`src/rtl/ascii_pkg.sv`:
```
// Shared definitions for the keypad/terminal character path (decoder and transmitter).
//  - code_t: 4-bit character code (0..9 digits, then SPACE..NONE control codes)
//  - code_to_ascii(): code -> ASCII byte
//  - pow10(): elaboration helper for digit-count checks
//  - state_e: transmitter FSM encoding
package ascii_pkg;

  typedef logic [3:0] code_t;

  localparam code_t SPACE    = 4'd10;
  localparam code_t ENTER    = 4'd11;
  localparam code_t FORWARD  = 4'd12;
  localparam code_t BACKWARD = 4'd13;
  localparam code_t INVALID  = 4'd14;
  localparam code_t NONE     = 4'd15;

  typedef enum logic [2:0] {
    StIdle,
    StConv,
    StSign,
    StDigit,
    StTerm
  } state_e;

  // NONE has no printable form and maps to 8'h00.
  function automatic logic [7:0] code_to_ascii(code_t code);
    logic [7:0] ch;
    ch = 8'h00;
    if (code <= 4'd9) begin
      ch = {4'h3, code};
    end else begin
      case (code)
        SPACE:    ch = 8'h20;
        ENTER:    ch = 8'h0D;
        FORWARD:  ch = 8'h2B;
        BACKWARD: ch = 8'h2D;
        INVALID:  ch = 8'h3F;
        default:  ch = 8'h00;
      endcase
    end
    return ch;
  endfunction

  function automatic longint unsigned pow10(int unsigned n);
    longint unsigned r;
    r = 1;
    for (int unsigned i = 0; i < n; i++) begin
      r = r * 10;
    end
    return r;
  endfunction

endpackage

```
`src/rtl/bin_to_bcd.sv`:
```
// Sequential double-dabble binary-to-BCD converter, one shift-and-add-3 step per cycle.
//  clk    in   1          clock, rising edge
//  rst    in   1          synchronous active-high reset
//  start  in   1          load value and begin a WIDTH-step conversion
//  value  in   WIDTH      unsigned binary input, sampled on start
//  done   out  1          high during the final step; bcd is complete from the next cycle
//  bcd    out  DIGITS*4   packed BCD result, digit 0 in bits [3:0]
module bin_to_bcd
  import ascii_pkg::*;
#(
  parameter int unsigned WIDTH  = 16,
  parameter int unsigned DIGITS = 5
) (
  input  logic                clk,
  input  logic                rst,
  input  logic                start,
  input  logic [WIDTH-1:0]    value,
  output logic                done,
  output logic [4*DIGITS-1:0] bcd
);

  localparam int unsigned CntW = $clog2(WIDTH + 1);
  localparam longint unsigned Pow10Digits = pow10(DIGITS);

  if (Pow10Digits <= (64'd1 << WIDTH)) begin : g_digits_check
    $error("bin_to_bcd: DIGITS too small to hold 2**WIDTH - 1");
  end

  logic [WIDTH-1:0]          shift_q;
  logic [4*DIGITS-1:0]       bcd_q;
  logic [CntW-1:0]           cnt_q;
  logic [4*DIGITS-1:0]       adj;
  logic [4*DIGITS+WIDTH-1:0] step;

  // Add 3 to every digit >= 5 so the following shift carries correctly into the next digit.
  always_comb begin
    adj = bcd_q;
    for (int i = 0; i < int'(DIGITS); i++) begin
      if (bcd_q[4*i +: 4] >= 4'd5) begin
        adj[4*i +: 4] = bcd_q[4*i +: 4] + 4'd3;
      end
    end
    step = {adj, shift_q} << 1;
  end

  always_ff @(posedge clk) begin
    if (rst) begin
      shift_q <= '0;
      bcd_q   <= '0;
      cnt_q   <= '0;
    end else if (start) begin
      shift_q <= value;
      bcd_q   <= '0;
      cnt_q   <= CntW'(WIDTH);
    end else if (cnt_q != '0) begin
      shift_q <= step[WIDTH-1:0];
      bcd_q   <= step[4*DIGITS+WIDTH-1:WIDTH];
      cnt_q   <= cnt_q - 1'b1;
    end
  end

  assign done = (cnt_q == CntW'(1));
  assign bcd  = bcd_q;

endmodule

```
`src/rtl/dec_to_ascii_tx.sv`:
```
// Prints a binary value as decimal ASCII followed by an optional terminator character over a
// valid/ready byte stream (feeds the UART transmitter).
//  i_Clk       in   1      clock, rising edge
//  i_Rst       in   1      synchronous active-high reset
//  i_Start     in   1      accept i_Value while o_Ready=1
//  i_Value     in   WIDTH  value to print
//  o_Ready     out  1      idle
//  o_Tx_Valid  out  1      o_Tx_Byte holds a character
//  o_Tx_Byte   out  8      ASCII character
//  i_Tx_Ready  in   1      sink accepts the byte
// Build option: define DEC_TO_ASCII_SIGNED_EN to treat i_Value as two's complement and emit a
// leading '-' for negative values.
module dec_to_ascii_tx
  import ascii_pkg::*;
#(
  parameter int unsigned WIDTH     = 16,
  parameter int unsigned DIGITS    = 5,
  parameter int unsigned TERM_CODE = 11
) (
  input  logic             i_Clk,
  input  logic             i_Rst,
  input  logic             i_Start,
  input  logic [WIDTH-1:0] i_Value,
  output logic             o_Ready,
  output logic             o_Tx_Valid,
  output logic [7:0]       o_Tx_Byte,
  input  logic             i_Tx_Ready
);

  localparam int unsigned IdxW     = (DIGITS > 1) ? $clog2(DIGITS) : 1;
  localparam logic [7:0]  TermByte = code_to_ascii(code_t'(TERM_CODE));
  localparam bit          SkipTerm = (code_t'(TERM_CODE) == NONE);

  state_e              state_q, state_d;
  logic                valid_q;
  logic [7:0]          byte_q;
  logic [IdxW-1:0]     idx_q;
  logic                first_q;
  logic                conv_start, conv_done;
  logic [WIDTH-1:0]    conv_value;
  logic [4*DIGITS-1:0] bcd;
  logic [IdxW-1:0]     msd, cur_idx;
  code_t               digit;
  logic                tx_xfer, load;
  logic [7:0]          load_byte;

`ifdef DEC_TO_ASCII_SIGNED_EN
  logic neg_q;
  // -2**(WIDTH-1) negates to itself, which read as unsigned is the correct magnitude.
  assign conv_value = i_Value[WIDTH-1] ? (~i_Value + 1'b1) : i_Value;
`else
  assign conv_value = i_Value;
`endif

  bin_to_bcd #(
    .WIDTH  (WIDTH),
    .DIGITS (DIGITS)
  ) u_bin_to_bcd (
    .clk   (i_Clk),
    .rst   (i_Rst),
    .start (conv_start),
    .value (conv_value),
    .done  (conv_done),
    .bcd   (bcd)
  );

  // Most significant non-zero digit; all-zero falls back to digit 0 so 0 prints as '0'.
  always_comb begin
    msd = '0;
    for (int i = 0; i < int'(DIGITS); i++) begin
      if (bcd[4*i +: 4] != 4'd0) begin
        msd = IdxW'(i);
      end
    end
  end

  always_ff @(posedge i_Clk) begin
    if (i_Rst) begin
      state_q <= StIdle;
    end else begin
      state_q <= state_d;
    end
  end

  always_comb begin
    state_d = state_q;
    unique case (state_q)
      StIdle: if (i_Start) state_d = StConv;
      StConv: begin
        if (conv_done) begin
`ifdef DEC_TO_ASCII_SIGNED_EN
          state_d = neg_q ? StSign : StDigit;
`else
          state_d = StDigit;
`endif
        end
      end
      StSign: if (tx_xfer) state_d = StDigit;
      StDigit: begin
        if (tx_xfer && (idx_q == '0)) state_d = SkipTerm ? StIdle : StTerm;
      end
      StTerm: if (tx_xfer) state_d = StIdle;
      default: state_d = StIdle;
    endcase
  end

  always_comb begin
    o_Ready    = (state_q == StIdle);
    conv_start = (state_q == StIdle) && i_Start;
    tx_xfer    = valid_q && i_Tx_Ready;
    load       = ((state_q == StSign) || (state_q == StDigit) || (state_q == StTerm)) && !valid_q;
    cur_idx    = first_q ? msd : idx_q;
    digit      = bcd[4*int'(cur_idx) +: 4];
    load_byte  = 8'h00;
    unique case (state_q)
      StSign:  load_byte = code_to_ascii(BACKWARD);
      StDigit: load_byte = code_to_ascii(digit);
      StTerm:  load_byte = TermByte;
      default: load_byte = 8'h00;
    endcase
  end

  // idx_q holds the index of the digit currently presented, so the transfer of digit 0 ends
  // the digit run. first_q selects the leading-zero encoder for the first digit load.
  always_ff @(posedge i_Clk) begin
    if (i_Rst) begin
      valid_q <= 1'b0;
      byte_q  <= 8'h00;
      idx_q   <= '0;
      first_q <= 1'b0;
    end else begin
      if (tx_xfer) begin
        valid_q <= 1'b0;
        if ((state_q == StDigit) && (idx_q != '0)) idx_q <= idx_q - 1'b1;
      end else if (load) begin
        valid_q <= 1'b1;
        byte_q  <= load_byte;
        if (state_q == StDigit) begin
          idx_q   <= cur_idx;
          first_q <= 1'b0;
        end
      end
      if (state_q == StConv) first_q <= 1'b1;
    end
  end

`ifdef DEC_TO_ASCII_SIGNED_EN
  always_ff @(posedge i_Clk) begin
    if (i_Rst) begin
      neg_q <= 1'b0;
    end else if (conv_start) begin
      neg_q <= i_Value[WIDTH-1];
    end
  end
`endif

  assign o_Tx_Valid = valid_q;
  assign o_Tx_Byte  = byte_q;

endmodule

```
`config.mk`:
```
export PLATFORM = sky130hd
export DESIGN_NAME = dec_to_ascii_tx
export DESIGN_NICKNAME = d
export VERILOG_FILES = /design/src/rtl/ascii_pkg.sv /design/src/rtl/bin_to_bcd.sv /design/src/rtl/dec_to_ascii_tx.sv
export SDC_FILE = /design/constraint.sdc
export NUM_CORES = 1
export LEC_CHECK = 0
export CAP_MARGIN = 5
export CORE_MARGIN = 4
export CORE_UTILIZATION = 38
export CTS_BUF_LIST = sky130_fd_sc_hd__clkbuf_8
export DETAILED_ROUTE_END_ITERATION = 10
export SLEW_MARGIN = 5
export SYNTH_ARGS = -nofsm -noshare
export SYNTH_HDL_FRONTEND = slang
export SYNTH_SLANG_ARGS = --single-unit
```
`constraint.sdc`:
```
create_clock -name i_Clk -period 3.8 [get_ports i_Clk]
set_input_delay 0.38 -clock i_Clk [delete_from_list [all_inputs] [get_ports i_Clk]]
set_output_delay 0.38 -clock i_Clk [all_outputs]
set_load 0.1 [all_outputs]
```
== Word-level counts from Yosys, hierarchy flattened ==
Index checks and enable logic that the tools add are counted.
W data, S select, Z words.
Cells by class
  add/sub/neg operators: 7
  magnitude comparators: 6
  eq/ne operators: 17
  shift-type cells: 1
  muxes and demuxes: 31
  bitwise gates (word level): 1
  reduce and logical (&&, ||, !) cells: 27
Operators by type and width (count)
  $mux W3: 14
  $mux W16: 2
  $pmux W6 S5: 1
  $eq A4 B4 Y1 const B: 5
  $ge A4 B3 Y1 const B: 5
  $shiftx A20 B6 Y4: 1
  $pmux W6 S3: 1
  $add A4 B2 Y4 const B: 4
  $mux W4: 4
  $reduce_bool A4 Y1: 4
  $pmux W3 S5: 1
  $mux W5: 2
  $ne A2 B2 Y1 const B: 5
  $reduce_bool A2 Y1: 5
  $eq A3 B2 Y1 const B: 2
  $logic_not A3 Y1: 2
  $mux W6: 1
  $reduce_and A3 Y1: 2
  $eq A5 B1 Y1 const B: 1
  $logic_and A1 B1 Y1: 5
  $mux W1: 5
  $reduce_and A5 Y1: 1
  $reduce_bool A5 Y1: 1
  $sub A5 B1 Y5 const B: 1
  other kinds (12): 15
Word-level totals
  register bits: 57
  input bits: 20
  output and inout port bits: 10
  logic and storage cells: 99

== Depth between registers and ports, before layout ==
Gate-level depths: netlist of the first run.
  depth after elaboration: 11
  gate-level depth with buffers: 10

== Modules after synthesis ==
Synthesis of the first run repeated with hierarchy kept, for this count alone.
Unflattened totals
  cells, all modules: 397
  area total of the unflattened synthesis: 3363.2 µm²
Modules (own cells, without submodules)
  bin_to_bcd: instances 1, cells an instance 239, area each 2184.6 µm²
  dec_to_ascii_tx: instances 1, cells an instance 158, area each 1178.6 µm²

== Worst setup path after synthesis of the first run ==
OpenSTA, ideal clock, no wires.
  kind: flip-flop to flip-flop
  from: register state_q[1]
  to: register u_bin_to_bcd.bcd_q[16] (netlist: u_bin_to_bcd.bcd[16])
  arrival: 3.771 ns
  required time: 3.672 ns
  slack: -0.099 ns
  cell stages (with the launch flop): 8
  path buffers: 3
  period minus slack after synthesis: 3.899 ns
  path through: dfxtp_1 clkbuf_1 nor3_1 nand2_1 nand2b_1 clkbuf_1 clkbuf_1 nor2_1
Between the ends
  word-level cells in the longest chain between the ends: 3
RTL lines
  start: declaration: RTL line dec_to_ascii_tx.sv:34  | state_e state_q, state_d;
  start signal: assignment: RTL line dec_to_ascii_tx.sv:79  | state_q <= StIdle;
  start signal: assignment: RTL line dec_to_ascii_tx.sv:81  | state_q <= state_d;
  $logic_not A3 Y1
  net o_Ready: RTL line dec_to_ascii_tx.sv:24  | output logic o_Ready,
  $logic_and A1 B1 Y1: RTL line dec_to_ascii_tx.sv:109  | conv_start = (state_q == StIdle) && i_Start;
  $reduce_or A2 Y1 (no line)
  end signal: assignment: RTL line bin_to_bcd.sv:57  | bcd_q <= step[4*DIGITS+WIDTH-1:WIDTH];
  end: declaration: RTL line bin_to_bcd.sv:30  | logic [4*DIGITS-1:0] bcd_q;
The timed path passes the listed nets, and every way through them passes these cells.
A chain may end at the register's enable or synchronous reset.

== Worst setup path in the final report of the first run ==
  from: register state_q[0]
  to: output port o_Ready
Between the ends
  word-level cells in the longest chain between the ends: 1
RTL lines
  $logic_not A3 Y1: RTL line dec_to_ascii_tx.sv:108  | o_Ready = (state_q == StIdle);
  end: declaration: RTL line dec_to_ascii_tx.sv:24
Every way passes these cells.

==> flow_summary.toml, run 1 <==
[yosys]
ys_ff_latch = 55
seq_area_frac_synth_pct = 35.2
synth_edf_count = 0
async_flop_share_pct = 0
ys_types = 54
synth.yosys.warnings = 0
netlist_instances = 405
syn-cell-area_um2 = 3130
synthFlopType = "dfxtp_1"
syn_avg_cell_area_um2 = 7.72

[place]
post-place-ws_ns = 1.36
portBuffers = 27
dp.final_hpwl_um = 5190
dpl.cell_count = 520
place_congestion = 0.839

[detailed_routing]
finalWirelength_um = 7210
antenna_left = 0
vias = 2806
detail_route.wl_per_cell_um = 13.7
drcViolationCount = 0
firstDrtPassIters = 6
first_iter_violations = 195
viasPerCell = 5.31

[timing]
period_share_pct = 67.4
fmax_mhz = 390
tns_ns = 0
fin_skew_ns = 0.00971
post-route-min-period_ns = 2.56
worstMarginPinSlew_ns = 0.988
rsz0062_at_grt = "false"
setup_viol = 0
finalWorstSetupSlack_ns = 1.24
slew_viol_final = 0
whs_ns = 0.462
relSlewSlack_pct = 34.1
finalHoldViolations = 0

[clock_tree]
cts_hold_buf = 0
cts_inserted_buffers = 5
cts_tree = "done"
ctsResizeCount = 0
clock-root-buffer = "clkbuf_8"
clock_path_buffers = 2
cts.clk_slew.worst_paths_ns = 0.10
clkSinkCount = 55
worstSkewPairLatency_ns = 0.31
cts_setup_buffers = 0
htree_levels = 2

[final_layout]
final_nets = 463
antenna_cells = 0
drive_gt1_share_pct = 7.04
syn_to_final_growth_pct = 14.7
postLayoutCoreUtil_pct = 45.7
multi_input_area_um2 = 1890
final_cells = 528
fill_cells = 833
seq_area_um2 = 1100

[power]
power.leakage_uw = 0.00125
powerDensity_nw_per_um2 = 551
peakVddDrop_uv = 347

[floorplan]
coreArea_um2 = 7850
die_area_um2 = 9750
die_w_um = 98.7
initial_core_util_pct = 39.9
io_pins = 30
fp-row-count = 32
die_y_um = 98.7

[setup_path]
crit_path_max_fanout = 10
worst_ep_required_time_ns = 3.42
crit_type = "flop to primary output"
crit_path_end_kind = "primary output"
arrival_ns = 2.18
critPathLaunchType = "flop"

[grt]
antenna_found_initial = 0
grt_pass1_wl_um = 12300
grt_pass1_vias = 2574
grt_max_degree = 34
gr-usage-all-layers_pct = 15.0
gr-total-overflow = 0

[worst_hold_path]
hold_class = "flop to flop"

[outcome]
status = "finished, final reports clean"

[flow_run]
drv_cap = 0
[path summary, 6_finish.rpt]
kind / to / slack [ns] / cells after the start / start
worst max-delay path: o_Ready / 1.24 / 2 / state_q[0]
worst min-delay path: o_Tx_Byte[5] / 0.46 / 2 / o_Tx_Byte[5]
worst max register to register: o_Tx_Byte[2] / 1.32 / 10 / u_bin_to_bcd.bcd[8]
worst min register to register: o_Tx_Byte[5] / 0.46 / 2 / o_Tx_Byte[5]
[per-stage QoR]
step	power [uW]	instance area (um^2)
after floorplan	1420	3140
after global placement	1630	3490
after detailed placement	1650	3490
after CTS	2000	3590
after global routing	2140	3590
final	1980	3590
[final cells by class]
type                    instances  area share, %
clock buffers                   6           2.30
repair buffers                 32           8.58
inverters                      17           1.78
clock inverters                 2          0.453
multi-input cells             314           52.6
flip-flops and latches         55           30.7
well taps                     102           3.56
[layout by cell type (no fill, tap or decap), types with 2 or more instances in the layout]
| cell | instances |
|---|---|
| a32o_2 | 2 |
| buf_4 | 5 |
| and2_1 | 2 |
| nor3b_2 | 2 |
| nand3_1 | 14 |
| nand2b_1 | 10 |
| a31oi_1 | 2 |
| dfxtp_1 | 55 |
| clkbuf_8 | 6 |
| xnor2_1 | 9 |
| o21ai_1 | 2 |
| a32oi_1 | 2 |
| nor2_1 | 43 |
| nor3b_1 | 2 |
| o21ai_0 | 22 |
| ha_1 | 18 |
| a21oi_1 | 37 |
| clkdlybuf4s50_1 | 27 |
| nand2_1 | 73 |
| mux2i_1 | 4 |
| inv_1 | 17 |
| a311oi_1 | 15 |
| conb_1 | 2 |
| o211ai_1 | 3 |
| nand4_1 | 4 |
| a211oi_1 | 7 |
| nor3_1 | 10 |
| o21ai_2 | 2 |
[sequential cells by signal, summed over array words and instances, names as in the netlist]
| signal | count |
|---|---|
| first_q | 1 |
| idx_q | 3 |
| o_Tx_Byte | 6 |
| o_Tx_Valid | 1 |
| state_q | 3 |
| u_bin_to_bcd.bcd | 20 |
| u_bin_to_bcd.cnt_q | 5 |
| u_bin_to_bcd.shift_q | 16 |
[cell usage after synthesis (4+ instances only)]
cell type  instances  share of area [%]
nand3_1           14                2.2
o21ai_0           22                3.5
ha_1              18                7.2
nor2_1            43                5.2
nand2_1           73                8.8
xnor2_1            9                2.5
a211oi_1           7                1.7
a311oi_1          15                4.2
a21oi_1           37                5.9
nand4_1            4               0.80
dfxtp_1           55                 35
clkbuf_1          17                2.0
nor3_1            11                1.8
nand2b_1          10                2.0
mux2i_1            4                1.3
inv_1             17                2.0
[worst max-delay path, cell delays in order, from the launching register on]
cell and delay, ns:
dfxtp_1 0.45, nor3_2 0.24, clkdlybuf4s50_1 1.19
[per-layer routing]
metal / wire, um / GRT usage [%]
met5: 0 / 0
met4: 123 / 5.67
met3: 223 / 2.19
met2: 3310 / 22.9
met1: 3550 / 21.5
[logic make-up (layout without fill, tap and decap cells)]
group | Yosys count | after routing | synth area share, %
compound gates | 107 | 107 | 22.5
simple gates | 173 | 173 | 26.2
xor+xnor | 10 | 10 | 2.80
other cells | 1 | 2 | 0.120
flops | 55 | 55 | 35.2
fa+ha+maj | 18 | 18 | 7.20
buf+inv | 37 | 57 | 4.68
mux | 4 | 4 | 1.28
[power by group]
part           leakage [uW]  internal, uW  switching [uW]
clock             0.0000474           149             199
combinational      0.000749           295             589
sequential         0.000449           666            78.8
total               0.00125          1110             867
No activity file was read; power rests on OpenSTA's default activity.
==> run 2, diff against run 1 <==
clock period = 2.6 ns   (was 3.8 ns; I/O delays follow)
==> flow_summary.toml, run 2 (synthesis results as in run 1) <==
[setup_path]
crit_cells = 10
path_cells = "inv_1 > ha_1 > nor3b_2 > a21oi_1 > or2_1 > o211ai_1 > a32o_2 > nand2b_1 > a21bo_1 > a311oi_2"
cp_num_buf_inv = 1
worst_ep_required_time_ns = 2.84
cpPeakStageDelay_ns = 0.41
critPathTopFamily = "compound AO/OA/AOI/OAI gates"
rrSetupSlack_ns = 0.17
crit_path_max_fanout = 8
critPathLaunchType = "flop"
arrival_ns = 2.67
crit_type = "flop to flop"
reg2reg_depth = 10
cp_slowest_cell = "dfxtp_1"
r2r_end = "o_Tx_Byte[2]"
timing.rr.start = "u_bin_to_bcd.bcd[12]"
crit_path_end_kind = "flop"

[clock_tree]
worstSkewPairLatency_ns = 0.31
clock_path_buffers = 2
clkSinkCount = 55
cts_tree = "done"
cts_hold_buf = 0
clock-root-buffer = "clkbuf_8"
htree_levels = 2
cts_inserted_buffers = 5
ctsResizeCount = 0
cts.clk_slew.worst_paths_ns = 0.10

[place]
dp.final_hpwl_um = 5210
portBuffers = 27
dpl.cell_count = 524
post-place-ws_ns = 0.186
place_congestion = 0.825
placed_area_um2 = 3510

[final_layout]
largest_reg_flops = 20
syn_to_final_growth_pct = 15.9
fill_cells = 802
final_cells = 533
mostFrequentLayoutCell = "nand2_1"
antenna_cells = 0
final_nets = 468
design_area_um2 = 3620
drive_gt1_share_pct = 9.74
final_cell_mix = "73 x nand2_1, 55 x dfxtp_1, 43 x nor2_1"

[detailed_routing]
drcViolationCount = 0
first_iter_violations = 144
route.met2.wl_um = 3190
wl_met3_um = 203
viasPerCell = 5.33
detail_route.wl_per_cell_um = 13.3
wl_met1_um = 3540
firstDrtPassIters = 4
antenna_left = 0
vias = 2841
highest_layer = "met4"
finalWirelength_um = 7100

[power]
p_total_uw = 2980
switching_share_pct = 42.7
comb_power_share_pct = 44.0
powerDensity_nw_per_um2 = 823
p_switching_uw = 1270
share_seq_of_total_power_pct = 36.5
peakVddDrop_uv = 409
p_int_uw = 1710
pwr-share-clk_pct = 19.5
power.leakage_uw = 0.00130

[timing]
worstMarginPinSlew_ns = 0.601
period_share_pct = 93.7
fin_skew_ns = 0.0104
rsz0062_at_grt = "true"
post-route-min-period_ns = 2.43
relSlewSlack_pct = 59.5
setup_viol = 0
slew_viol_final = 0
tns_ns = 0
finalWorstSetupSlack_ns = 0.165
finalHoldViolations = 0
fmax_mhz = 411

[worst_hold_path]
hold_end = "o_Tx_Byte[5]"
hold_depth = 2
hold_path_startpoint = "o_Tx_Byte[5]"
hold_class = "flop to flop"

[floorplan]
die_y_um = 98.7
die_area_um2 = 9750
initial_core_util_pct = 39.9
die_w_um = 98.7
fp-row-count = 32
coreArea_um2 = 7850
io_pins = 30

[grt]
gr-total-overflow = 0
grt_pass1_vias = 2714
grt_pass1_wl_um = 12100
gr-usage-all-layers_pct = 14.8
grt_max_degree = 33
antenna_found_initial = 0

[outcome]
status = "finished, final reports clean"

[flow_run]
drv_cap = 0
==> run 2: worst max-delay path by stage <==
stage                         start                    to  slack [ns]
2_1_floorplan            state_q[1]  u_bin_to_bcd.bcd[16]        0.25
5_1_grt        u_bin_to_bcd.bcd[12]          o_Tx_Byte[1]       -0.02
3_5_place_dp   u_bin_to_bcd.bcd[12]          o_Tx_Byte[2]        0.19
4_1_cts        u_bin_to_bcd.bcd[12]          o_Tx_Byte[2]        0.17
6_report       u_bin_to_bcd.bcd[12]          o_Tx_Byte[2]        0.17
3_3_place_gp   u_bin_to_bcd.bcd[12]          o_Tx_Byte[2]        0.26
==> run 2: layer usage <==
metal | up-vias | global-route usage (%)
li1 | 1461 | -
met1 | 1325 | 19.8
met2 | 43 | 24.1
met3 | 12 | 2.34
met4 | 0 | 5.57
met5 | - | 0
==> run 2: layout make-up <==
type	instances	area (um^2)	share of cell area, %
Inverter	17	63.8	1.76
Sequential cell	55	1100	30.4
Timing Repair Buffer	37	325	8.97
Tap cell	102	128	3.52
Clock buffer	5	68.8	1.90
Clock inverter	3	42.5	1.17
Multi-Input combinational cell	314	1900	52.3
==> run 2: per-stage QoR <==
stage / hold WS [ns] / utilization (%)
3_5_place_dp: 0.448 / 44.7
5_1_grt: 0.476 / 46.2
3_3_place_gp: 0.442 / 44.7
4_1_cts: 0.463 / 46.1
2_1_floorplan: 0.350 / -
6_report: 0.463 / 46.2
==> run 2: power groups by stage <==
stage	combinational, uW	sequential [uW]	clock, uW
3_3_place_gp	1310	1110	0
2_1_floorplan	918	1150	0
4_1_cts	1320	1090	608
3_5_place_dp	1320	1110	0
6_report	1310	1090	582
5_1_grt	1460	1110	637
==> run 2: repair_timing <==
action	in CTS	in global routing
setup endpoints to repair	0	3
setup buffers	0	1
endpoints found under the hold margin	0	0
==> run 2: worst reg2reg max path, cell delays in order, from the launching register on <==
cell and delay (ns):
dfxtp_1 0.41, inv_1 0.09, ha_1 0.25, nor3b_2 0.19
a21oi_1 0.20, or2_1 0.21, o211ai_1 0.12, a32o_2 0.33
nand2b_1 0.15, a21bo_1 0.20, a311oi_2 0.21
==> run 3, diff against run 2 <==
PLACE_DENSITY_LB_ADDON = 0.08   (was default)
REMOVE_ABC_BUFFERS = 1   (was default)
==> flow_summary.toml, run 3 (synthesis results as in run 1) <==
[setup_path]
worst_ep_required_time_ns = 2.82
crit_type = "flop to flop"
cp_num_buf_inv = 1
critPathTopFamily = "compound AO/OA/AOI/OAI gates"
crit_path_end_kind = "flop"
arrival_ns = 2.65
crit_path_max_fanout = 7
path_cells = "inv_1 > ha_1 > nor3b_2 > a21oi_1 > or2_1 > o2111ai_1 > a32o_2 > nor2b_2 > a211oi_1 > a211oi_1"
cp_slowest_cell = "dfxtp_1"
cp_common_cell = "a211oi_1"
cpPeakStageDelay_ns = 0.48
critPathLaunchType = "flop"

[floorplan]
die_y_um = 98.7
io_pins = 30
coreArea_um2 = 7850
initial_core_util_pct = 39.9
fp-row-count = 32
die_area_um2 = 9750
die_w_um = 98.7

[flow_run]
drv_cap = 0

[detailed_routing]
first_iter_violations = 91
detail_route.wl_per_cell_um = 13.6
vias = 2755
firstDrtPassIters = 4
viasPerCell = 5.21
finalWirelength_um = 7180
drcViolationCount = 0
antenna_left = 0

[power]
peakVddDrop_uv = 678
power.leakage_uw = 0.00128
powerDensity_nw_per_um2 = 817
p_total_uw = 2950

[grt]
grt_max_degree = 25
gr-usage-all-layers_pct = 14.7
grt_pass1_wl_um = 12200
grt_pass1_vias = 2601
gr-total-overflow = 0
antenna_found_initial = 0

[timing]
fmax_mhz = 412
worstMarginPinSlew_ns = 0.542
rsz0062_at_grt = "false"
setup_viol = 0
finalHoldViolations = 0
relSlewSlack_pct = 63.8
fin_skew_ns = 0.0116
post-route-min-period_ns = 2.43
period_share_pct = 93.4
finalWorstSetupSlack_ns = 0.172
slew_viol_final = 0

[clock_tree]
cts.clk_slew.worst_paths_ns = 0.10
htree_levels = 2
clock-root-buffer = "clkbuf_8"
cts_hold_buf = 0
clkSinkCount = 55
cts_inserted_buffers = 5
cts_setup_buffers = 0
clock_path_buffers = 2
worstSkewPairLatency_ns = 0.31
cts_tree = "done"
ctsResizeCount = 0

[place]
place_congestion = 0.852
dp.final_hpwl_um = 5150
portBuffers = 27
post-place-ws_ns = 0.153

[outcome]
status = "finished, final reports clean"

[final_layout]
drive_gt1_share_pct = 9.37
postLayoutCoreUtil_pct = 46.1
fill_cells = 825
final_cell_mix = "73 x nand2_1, 54 x dfxtp_1, 43 x nor2_1"
mostFrequentLayoutCell = "nand2_1"
largest_reg_flops = 20
final_nets = 465
syn_to_final_growth_pct = 15.6
antenna_cells = 0

[worst_hold_path]
hold_class = "flop to flop"
run 3: worst paths after layout:
| path | end | from | slack, ns | depth (start not counted) |
|---|---|---|---|---|
| max | o_Tx_Byte[4] | u_bin_to_bcd.bcd[8] | 0.17 | 10 |
| min | o_Tx_Byte[5] | o_Tx_Byte[5] | 0.46 | 2 |
| max reg2reg | o_Tx_Byte[4] | u_bin_to_bcd.bcd[8] | 0.17 | 10 |
| min reg2reg | o_Tx_Byte[5] | o_Tx_Byte[5] | 0.46 | 2 |
run 3: worst reg2reg max path, delay by kind of cell, from the launching register on:
family          cells  cell delay [ns]
simple gates        3             0.56
buf+inv             1             0.10
compound gates      5             1.01
fa+ha+maj           1             0.20
flops               1             0.48
run 3: routing by layer:
metal	vias to the layer above	track usage (%)	routed length (um)
met3	2	2.62	173
met2	24	23.9	3310
met4	0	2.84	28
li1	1452	-	-
met1	1277	20.6	3670
met5	-	0	0
run 3: area by class of cell:
cell class | instances | area, um^2 | share of cell area [%]
clock buffers | 5 | 68.8 | 1.90
clock inverters | 2 | 37.5 | 1.04
inverters | 17 | 63.8 | 1.76
multi-input cells | 314 | 1910 | 52.9
flip-flops and latches | 55 | 1100 | 30.5
well taps | 102 | 128 | 3.53
repair buffers | 34 | 303 | 8.37
run 3: through the flow:
step           cells  TNS (ns)  instance area (um^2)  hold slack (ns)
2_1_floorplan    386    -79.15                  3050            0.328
3_3_place_gp     522         0                  3480            0.444
3_5_place_dp     522         0                  3480            0.450
4_1_cts          529         0                  3590            0.465
5_1_grt          529         0                  3620            0.492
6_report         529         0                  3620            0.460
run 3: where the power goes:
group	switching [uW]	internal [uW]
clock	282	282
combinational	864	436
sequential	115	974
